[src/rtl/bk_spi_slave.sv]
// bk_spi_slave: Motorola SPI responder configured through the SBKP write port;
// returns a preloaded byte on MISO and reports status/received data on bk_status.
module bk_spi_slave #(
  parameter int unsigned BKP_BASE_index = 810,
  parameter int unsigned SYNC_STAGES    = 2
) (
  input  logic        clk,
  input  logic        rst_n,
  input  logic        SCK_i,
  input  logic        SS_i,
  input  logic        MOSI_i,
  output logic        MISO_o,
  output logic        MISO_oe,
  input  logic        BkpCfg_Ready_i,
  input  logic [31:0] BkpCfg_DataIndex_i,
  input  logic [31:0] BkpCfg_DataValue_i,
  output logic [31:0] bk_status
);
  localparam int unsigned DW = 32;
  localparam int unsigned BW = 8;
  localparam int unsigned CW = 3;
  localparam int unsigned MW = 3;

  typedef enum logic [1:0] {IDLE = 2'd0, LOAD = 2'd1, ACTIVE = 2'd2} state_e;

  logic [SYNC_STAGES-1:0] sck_sync_q, ss_sync_q, mosi_sync_q;
  logic                   sck_prev_q, ss_prev_q;
  logic [1:0]             rdy_sync_q;
  logic                   rdy_prev_q;

  logic [MW-1:0] bk_mode_q;
  logic          desr_q, cpol_q, cpha_q, rec_clean_q;
  logic [BW-1:0] tx_buf_q;

  state_e        state_q, state_d;
  logic [CW-1:0] bit_cnt_q, bit_cnt_d;
  logic [BW-1:0] rx_shift_q, rx_shift_d, tx_shift_q, tx_shift_d, rx_data_q, rx_data_d;
  logic          rec_vaild_q, rec_vaild_d, overrun_q, overrun_d, frame_err_q, frame_err_d;
  logic          tx_empty_q, tx_empty_d, first_q, first_d, miso_q, miso_d, oe_q, oe_d;
  logic [DW-1:0] status_q, status_d;

  logic sck_s_c, ss_s_c, mosi_s_c, lead_c, trail_c, sample_c, shift_c;
  logic ss_fall_c, wr_c, tx_wr_c, busy_c, unused_bits_c;

  assign sck_s_c   = sck_sync_q[SYNC_STAGES-1];
  assign ss_s_c    = ss_sync_q[SYNC_STAGES-1];
  assign mosi_s_c  = mosi_sync_q[SYNC_STAGES-1];
  assign lead_c    = cpol_q ? (sck_prev_q & ~sck_s_c) : (~sck_prev_q & sck_s_c);
  assign trail_c   = cpol_q ? (~sck_prev_q & sck_s_c) : (sck_prev_q & ~sck_s_c);
  assign sample_c  = cpha_q ? trail_c : lead_c;
  assign shift_c   = cpha_q ? lead_c : trail_c;
  assign ss_fall_c = ss_prev_q & ~ss_s_c;
  assign wr_c      = rdy_sync_q[1] & ~rdy_prev_q;
  assign tx_wr_c   = wr_c && (BkpCfg_DataIndex_i == DW'(BKP_BASE_index + 32'd2));
  assign busy_c    = (state_q != IDLE);
  assign unused_bits_c = ^{BkpCfg_DataValue_i[DW-1:BW], rx_shift_q[BW-1]};

  assign MISO_o    = miso_q;
  assign MISO_oe   = oe_q;
  assign bk_status = status_q;

  // Pin synchronizers and edge-detect history
  always_ff @(posedge clk or negedge rst_n) begin
    if (!rst_n) begin
      sck_sync_q  <= '0;
      ss_sync_q   <= '0;
      mosi_sync_q <= '0;
      sck_prev_q  <= 1'b0;
      ss_prev_q   <= 1'b0;
      rdy_sync_q  <= '0;
      rdy_prev_q  <= 1'b0;
    end else begin
      sck_sync_q  <= {sck_sync_q[SYNC_STAGES-2:0], SCK_i};
      ss_sync_q   <= {ss_sync_q[SYNC_STAGES-2:0], SS_i};
      mosi_sync_q <= {mosi_sync_q[SYNC_STAGES-2:0], MOSI_i};
      sck_prev_q  <= sck_s_c;
      ss_prev_q   <= ss_s_c;
      rdy_sync_q  <= {rdy_sync_q[0], BkpCfg_Ready_i};
      rdy_prev_q  <= rdy_sync_q[1];
    end
  end

  // SBKP register file; rec_clean is a self-clearing pulse
  always_ff @(posedge clk or negedge rst_n) begin
    if (!rst_n) begin
      bk_mode_q   <= '0;
      desr_q      <= 1'b0;
      cpol_q      <= 1'b0;
      cpha_q      <= 1'b0;
      tx_buf_q    <= '0;
      rec_clean_q <= 1'b0;
    end else begin
      rec_clean_q <= 1'b0;
      if (wr_c) begin
        if (BkpCfg_DataIndex_i == '0) bk_mode_q <= BkpCfg_DataValue_i[MW-1:0];
        if (BkpCfg_DataIndex_i == DW'(BKP_BASE_index)) desr_q <= BkpCfg_DataValue_i[0];
        if (BkpCfg_DataIndex_i == DW'(BKP_BASE_index + 32'd1)) begin
          cpol_q <= BkpCfg_DataValue_i[1];
          cpha_q <= BkpCfg_DataValue_i[0];
        end
        if (tx_wr_c) tx_buf_q <= BkpCfg_DataValue_i[BW-1:0];
        if (BkpCfg_DataIndex_i == DW'(BKP_BASE_index + 32'd3)) rec_clean_q <= BkpCfg_DataValue_i[0];
      end
    end
  end

  always_ff @(posedge clk or negedge rst_n) begin
    if (!rst_n) begin
      state_q     <= IDLE;
      bit_cnt_q   <= '0;
      rx_shift_q  <= '0;
      tx_shift_q  <= '0;
      rx_data_q   <= '0;
      rec_vaild_q <= 1'b0;
      overrun_q   <= 1'b0;
      frame_err_q <= 1'b0;
      tx_empty_q  <= 1'b0;
      first_q     <= 1'b0;
      miso_q      <= 1'b1;
      oe_q        <= 1'b0;
      status_q    <= '0;
    end else begin
      state_q     <= state_d;
      bit_cnt_q   <= bit_cnt_d;
      rx_shift_q  <= rx_shift_d;
      tx_shift_q  <= tx_shift_d;
      rx_data_q   <= rx_data_d;
      rec_vaild_q <= rec_vaild_d;
      overrun_q   <= overrun_d;
      frame_err_q <= frame_err_d;
      tx_empty_q  <= tx_empty_d;
      first_q     <= first_d;
      miso_q      <= miso_d;
      oe_q        <= oe_d;
      status_q    <= status_d;
    end
  end

  always_comb begin
    state_d     = state_q;
    bit_cnt_d   = bit_cnt_q;
    rx_shift_d  = rx_shift_q;
    tx_shift_d  = tx_shift_q;
    rx_data_d   = rx_data_q;
    rec_vaild_d = rec_vaild_q;
    overrun_d   = overrun_q;
    frame_err_d = frame_err_q;
    tx_empty_d  = tx_empty_q;
    first_d     = first_q;
    miso_d      = miso_q;
    if (rec_clean_q) begin
      rec_vaild_d = 1'b0;
      overrun_d   = 1'b0;
      frame_err_d = 1'b0;
    end
    if (!desr_q) begin
      state_d = IDLE;
    end else begin
      unique case (state_q)
        IDLE: if (ss_fall_c) state_d = LOAD;
        LOAD: begin
          state_d    = ACTIVE;
          tx_shift_d = tx_buf_q;
          tx_empty_d = 1'b1;
          bit_cnt_d  = '0;
          first_d    = 1'b1;
          miso_d     = tx_buf_q[BW-1];
        end
        ACTIVE: begin
          if (ss_s_c) begin
            state_d = IDLE;
            if (bit_cnt_q != '0) frame_err_d = 1'b1;
          end else if (sample_c) begin
            rx_shift_d = {rx_shift_q[BW-2:0], mosi_s_c};
            bit_cnt_d  = bit_cnt_q + 3'd1;
            first_d    = 1'b0;
            if (bit_cnt_q == 3'd7) begin
              rx_data_d   = rx_shift_d;
              rec_vaild_d = 1'b1;
              if (rec_vaild_q && !rec_clean_q) overrun_d = 1'b1;
            end
          end else if (shift_c) begin
            // First shift edge of a CPHA=1 frame re-presents the bit driven in LOAD
            if (bit_cnt_q == '0 && first_q) begin
              miso_d = tx_shift_q[BW-1];
            end else if (bit_cnt_q == '0) begin
              tx_shift_d = tx_buf_q;
              tx_empty_d = 1'b1;
              miso_d     = tx_buf_q[BW-1];
            end else begin
              tx_shift_d = {tx_shift_q[BW-2:0], 1'b0};
              miso_d     = tx_shift_q[BW-2];
            end
          end
        end
        default: state_d = IDLE;
      endcase
    end
    if (tx_wr_c) tx_empty_d = 1'b0;
    oe_d = desr_q && (state_d != IDLE);
  end

  always_comb begin
    status_d = status_q;
    case (bk_mode_q)
      3'd0:    status_d = {27'd0, frame_err_q, overrun_q, tx_empty_q, rec_vaild_q, busy_c};
      3'd1:    status_d = {24'd0, rx_data_q};
      3'd2:    status_d = '0;
      default: status_d = status_q;
    endcase
  end
endmodule

[config.mk]
export PLATFORM = sky130hd
export DESIGN_NAME = bk_spi_slave
export DESIGN_NICKNAME = d
export VERILOG_FILES = /design/src/rtl/bk_spi_slave.sv
export SDC_FILE = /design/constraint.sdc
export NUM_CORES = 1
export LEC_CHECK = 0
export CORE_UTILIZATION = 49
export CTS_CLUSTER_SIZE = 28
export DETAILED_ROUTE_END_ITERATION = 10
export PLACE_DENSITY = 0.85
export SLEW_MARGIN = 25
export SYNTH_ARGS = -nofsm -noshare
export SYNTH_HDL_FRONTEND = slang
export SYNTH_SLANG_ARGS = --single-unit
export TNS_END_PERCENT = 10
[constraint.sdc]
create_clock -name clk -period 3.8 [get_ports clk]
set_input_delay 0.95 -clock clk [delete_from_list [all_inputs] [get_ports clk]]
set_output_delay 0.95 -clock clk [all_outputs]
set_load 0.02 [all_outputs]
==> run metrics, run 1 <==
ys flop type=dfrtp_1; Synth Area per Inst=12.2 um^2; status=completed; total number of yosys warnings=0; register area share after synthesis=0.554; CP required=4.02 ns; largest net degree at the start of global routing=30; Switching Share=0.218; global-route wire length before repair=9340 um; Worst EP arrival=3.01 ns; Flop pwr share=0.542; critical path endpoint category=flop; CTS clk-pin slew, worst paths=0.06 ns; share of the synthesized area in the top cell type=0.545; Floorplan Core Area=6030 um^2; Clock Latency Late Sink=0.34 ns; peak supply drop=0.000201 V; vias per cell=5.19; DP Wirelength=4180 um; global route overflow=0; Leakage=0.00187 uW; Die Footprint=6690 um^2; Initial DRC Count=87; Async S/R FF share, synth=1.00; CTS sink cnt=69; Post-synth EDFFs=0; Post-route DRC=0; H-tree depth=3; postcts setup bufs=0; count of final max-slew check failures=0; Clock Power Share=0.389; WL/cell=14.0 um; initial antenna violation count=0; routed wire length=5580 um; post-synth top area cell=dfrtp_1; Final Non-Filler Cells=399; part of the cycle the worst path needs=0.734; drt pass-1 iters=4; RSZ-0062 raised after global routing=no; CTS Root Cell=clkbuf_8; internal power=1070 uW; buffers added on ports=55; Crit Path Category=input pin to flop; post-CTS resize count=0; TritonCTS buffer count=9; # Max-Cap Violations=0; clock skew=0.00682 ns; combinational power share=0.069; Post-Syn Instances=255; layout cells sized above 1=0.117; DRT antenna net count=0; flop-to-flop setup slack=1.70 ns; vias in the first global route=2046; P&R area growth vs syn=23.3%; initial core utilization=0.518; Hold Fails Final Rpt=0; Hold Crit Class=flop to flop; synthesized flop and latch total=69; GRT Total Usage=0.189; Psw=298 uW; worst-path maximum fanout=3; number of I/O pins=104; setup TNS=0 ns; minimum hold slack=0.348 ns; most frequent cell after synthesis=dfrtp_1; row count=28; Peak Freq=359 MHz; Final WS setup=1.01 ns; # nets final=393; placer congestion estimate=0.775; Least-Margin Pin Slew=0.700 ns; top post-synthesis cells by area=dfrtp_1, mux2_1, buf_4, mux2i_1, mux2_2; CTS max path bufs=2; synth cell count leaders=dfrtp_1, buf_4, mux2_1; crit start category=input pin; CTS tree=done; Post-Syn Area=3120 um^2; pre-CTS WS=0.656 ns; chip height=81.8 um; Cell variety after synth=38; PwrDens=356 nW/um^2; hold_buf cts=0; die width=81.8 um; Final setup viols=0; Final min period=2.79 ns; worst rel slew slack=0.530; number of diodes=0; Inst Count DP=384; via count=2070
registers in the layout, summed over array words and instances, names as in the netlist, 2 cells and up:
register and cells:
state_q 2, bk_status 8, mosi_sync_q 2, sck_sync_q 2, rx_data_q 8, bit_cnt_q 3, rx_shift_q 7, tx_shift_q 8
bk_mode_q 3, rdy_sync_q 2, ss_sync_q 2, tx_buf_q 8
worst max-delay path, stage by stage:
cell,delay [ns]
clkdlybuf4s50_1,0.40
or4_4,0.54
nor2_4,0.16
nand3b_4,0.11
or4_4,0.53
mux2_4,0.31
per-stage QoR:
| step | total power [uW] | utilization | area, um^2 |
|---|---|---|---|
| 4_1_cts | 1380 | 0.638 | 3850 |
| 3_5_place_dp | 852 | 0.609 | 3670 |
| 3_3_place_gp | 850 | 0.609 | 3670 |
| 6_report | 1370 | 0.638 | 3850 |
| 2_1_floorplan | 803 | - | 3210 |
| 5_1_grt | 1420 | 0.638 | 3850 |
path summary, 6_finish.rpt:
kind,start,end,cells after the start
worst max register to register,cpha_q,rx_shift_q[1],4
worst max-delay path,BkpCfg_DataIndex_i[25],bk_mode_q[2],6
worst min register to register,sck_sync_q[0],sck_sync_q[1],0
worst min-delay path,sck_sync_q[0],sck_sync_q[1],0
min in group asynchronous,rst_n,state_q[1],1
max in group asynchronous,rst_n,desr_q,2
metal layers:
layer / share of wire / global-route usage / up-vias / wire length (um)
li1: - / - / 987 / -
met1: 0.42 / 0.233 / 999 / 2350
met2: 0.51 / 0.316 / 76 / 2840
met3: 0.053 / 0.0356 / 8 / 297
met4: 0.016 / 0.0947 / 0 / 89
met5: 0 / 0 / - / 0
power by group through the flow:
stage | Sequential, uW | Clock [uW] | Combinational (uW)
2_1_floorplan | 756 | 0 | 46.7
3_3_place_gp | 756 | 0 | 93.8
3_5_place_dp | 757 | 0 | 95.2
4_1_cts | 743 | 546 | 95.2
5_1_grt | 743 | 577 | 103
6_report | 743 | 534 | 94.0
cells in the final DEF, fill, tap and decap left out, drive strengths merged, types with 2 or more instances in the layout:
| cell type | netlist | final |
|---|---|---|
| a21o | 2 | 2 |
| nand2b | 7 | 7 |
| a21oi | 3 | 3 |
| nor2 | 10 | 10 |
| nor3 | 2 | 2 |
| conb | 1 | 24 |
| and3 | 2 | 2 |
| or4 | 3 | 3 |
| nand2 | 15 | 15 |
| buf | 25 | 3 |
| a22o | 6 | 6 |
| nor2b | 4 | 4 |
| mux2i | 13 | 13 |
| clkbuf | 1 | 14 |
| ha | 3 | 3 |
| mux2 | 30 | 30 |
| o22ai | 3 | 3 |
| o21ai | 26 | 26 |
| inv | 7 | 7 |
| nor4 | 6 | 6 |
| nand3 | 7 | 7 |
| clkdlybuf4s50 | 0 | 54 |
| nand4 | 4 | 4 |
| dfrtp | 68 | 68 |
cell families after synthesis:
group | after synthesis | synth area share
mux | 43 | 0.154
simple gates | 64 | 0.130
flops | 69 | 0.554
buf+inv | 33 | 0.0698
xor+xnor | 1 | 0.00281
other cells | 1 | 0.00120
compound gates | 41 | 0.0770
fa+ha+maj | 3 | 0.0120
cell type report:
type | count | area, um^2
fillers | 486 | 2180
flip-flops and latches | 69 | 1730
multi-input cells | 176 | 1260
repair buffers | 57 | 561
clock buffers | 14 | 173
well taps | 75 | 93.8
inverters | 7 | 26.3
clock inverters | 1 | 5.00
(Power assumes the default switching activity.)
==> run 2, diff against run 1 <==
- CORE_UTILIZATION: 49 -> 41
- PLACE_DENSITY: 0.85 -> 0.76
- clock period: 3.8 -> 2.5 ns (I/O delays scaled with it)
==> run 2 against run 1 <==
  * Clock power increased by 110%
  * Sequential cell count unchanged
  * Sequential power grew 52%
  * Die area increased by 19%
  * Critical endpoint is now bk_mode_q[0]
  * Largest cell class unchanged
  * Final cell count is 8.5% higher
  * Wire length increased by 2.1%
  * Final area up 5.0%
  * Global-route usage fell by 2.0 points
  * Critical path depth did not move
  * Total power increased by 73%
  * Via count up 2.9%
==> run metrics, run 2 (synthesis gave the netlist of run 1 again) <==
status=completed (unchanged); global-route wire length before repair=10000 um (was 9340 um); Post-route DRC=0 (unchanged); WL/cell=13.2 um (was 14.0 um); met3 usage=0.0314 (was 0.0356); global route overflow=0 (unchanged); CTS max path bufs=2 (unchanged); P&R area growth vs syn=29.4% (was 23.3%); DP Wirelength=4200 um (was 4180 um); Multi-input gate area=1260 um^2 (unchanged); pre-CTS WS=-0.308 ns (was 0.656 ns); PnR Total Power=2380 uW (was 1370 uW); met1 usage=0.217 (was 0.233); buffers added on ports=55 (unchanged); number of diodes=0 (unchanged); peak supply drop=0.000266 V (was 0.000201 V); CP required=2.72 ns (was 4.02 ns); clock skew=0.00999 ns (was 0.00682 ns); row count=31 (was 28); Worst Setup SP=BkpCfg_DataIndex_i[25] (unchanged); H-tree depth=3 (unchanged); initial antenna violation count=0 (unchanged); CP Buf/Inv Count=1 (unchanged); Crit-path slowest cell=or4_4 (unchanged); placer congestion estimate=0.732 (was 0.775); initial core utilization=0.428 (was 0.518); FF/Latch Area=1730 um^2 (unchanged); vias in the first global route=2145 (was 2046); Post-DP Area=3790 um^2 (was 3670 um^2); layout cells sized above 1=0.150 (was 0.117); hold_buf cts=0 (unchanged); DRT antenna net count=0 (unchanged); via count=2130 (was 2070); Inst Count DP=417 (was 384); Final Non-Filler Cells=433 (was 399); part of the cycle the worst path needs=0.955; # fillers=652 (was 486); Initial DRC Count=92 (was 87); met2 Track Usage GR=0.278 (was 0.316); delay-heaviest family, CP=simple AND/OR/NAND/NOR gates (unchanged); routed wire length=5700 um (was 5580 um); CTS tree=done (unchanged); Design Area, Final=4040 um^2 (was 3850 um^2); largest stage delay on the critical path=0.54 ns (about the same); Hold Fails Final Rpt=0 (unchanged); GRT Total Usage=0.169 (was 0.189); chip height=89.2 um (was 81.8 um); Floorplan Core Area=7290 um^2 (was 6030 um^2); vias per cell=4.92 (was 5.19); CTS clk-pin slew, worst paths=0.08 ns (was 0.06 ns); busiest grt layer=met2 (unchanged); die width=89.2 um (was 81.8 um); Reg2Reg Launch Point=bit_cnt_q[0] (was cpha_q); largest net degree at the start of global routing=70 (was 30); Worst EP arrival=2.61 ns (was 3.01 ns); number of I/O pins=104 (unchanged); CTS sink cnt=69 (unchanged); # Max-Cap Violations=0 (unchanged); critical path endpoint category=flop (unchanged); commonest non-fill, non-tap cell in the layout=dfrtp_1 (unchanged); Clock Latency Late Sink=0.34 ns (about the same); Final min period=2.39 ns; PwrDens=588 nW/um^2 (was 356 nW/um^2); Crit Path Category=input pin to flop (unchanged); post-CTS resize count=0 (unchanged); Final setup viols=0 (unchanged); Peak Freq=419 MHz; most frequent cells in the layout=dfrtp_1, clkdlybuf4s50_1, conb_1, mux2_1, nand2_1 (unchanged); # nets final=402 (was 393); crit start category=input pin (unchanged); worst-path maximum fanout=3 (unchanged); TritonCTS buffer count=9 (unchanged); CP most frequent cell=or4_4 (unchanged); Die Footprint=7960 um^2 (was 6690 um^2); CTS Root Cell=clkbuf_8 (unchanged); setup TNS=0 ns (unchanged); Final WS setup=0.112 ns (was 1.01 ns); drt pass-1 iters=4 (unchanged); Hold Crit Class=input pin to asynchronous set/reset pin (was flop to flop); RSZ-0062 raised after global routing=no (unchanged); worst rel slew slack=0.628 (was 0.530); Leakage=0.00195 uW (was 0.00187 uW); Least-Margin Pin Slew=0.559 ns (was 0.700 ns); Cell Chain, Critical Path=clkdlybuf4s50_1 -> or4_4 -> nor2_4 -> nand3b_4 -> or4_4 -> mux2_4 (unchanged); count of final max-slew check failures=0 (unchanged)
run 2: path summary, 6_finish.rpt:
check                                       to  slack, ns  cells past startpoint
worst min-delay path               tx_buf_q[6]       0.28                      2
worst max-delay path              bk_mode_q[0]       0.11                      6
min in group clk                mosi_sync_q[1]       0.35                      0
max in group asynchronous               MISO_o       1.90                      2
worst max register to register   tx_shift_q[2]       0.48                      7
worst min register to register  mosi_sync_q[1]       0.35                      0
run 2: power breakdown:
| part | internal [uW] | switching, uW |
|---|---|---|
| sequential | 1120 | 3.82 |
| clock | 667 | 433 |
| combinational | 72.7 | 74.2 |
run 2: what timing repair did:
item	4_1_cts	5_1_grt
endpoints found under the setup margin	0	1
endpoints found under the hold margin	0	0
buffers inserted	0	0
run 2: area by class of cell:
class / instances / area share
Sequential cell: 69 / 0.428
Multi-Input combinational cell: 176 / 0.312
Clock buffer: 9 / 0.0307
Timing Repair Buffer: 66 / 0.162
Inverter: 7 / 0.00651
Clock inverter: 7 / 0.0304
Tap cell: 99 / 0.0307
run 2: per-stage QoR:
stage               hold slack (ns)  utilization
global route                  0.330        0.554
floorplan                     0.329            -
detailed placement            0.335        0.520
global placement              0.333        0.520
CTS                           0.303        0.554
finish                        0.285        0.554
run 2: layer usage:
metal,vias up,share of wire
met5,-,0
met4,0,0.017
met3,9,0.049
met2,81,0.49
met1,1028,0.44
li1,1012,-
==> run 3, diff against run 2 <==
- CTS_CLUSTER_SIZE: 28 -> default
- SKIP_LAST_GASP: default -> 1
==> results of run 3 <==
Same layout as run 2: the final DEF is identical, and so are final timing and power.
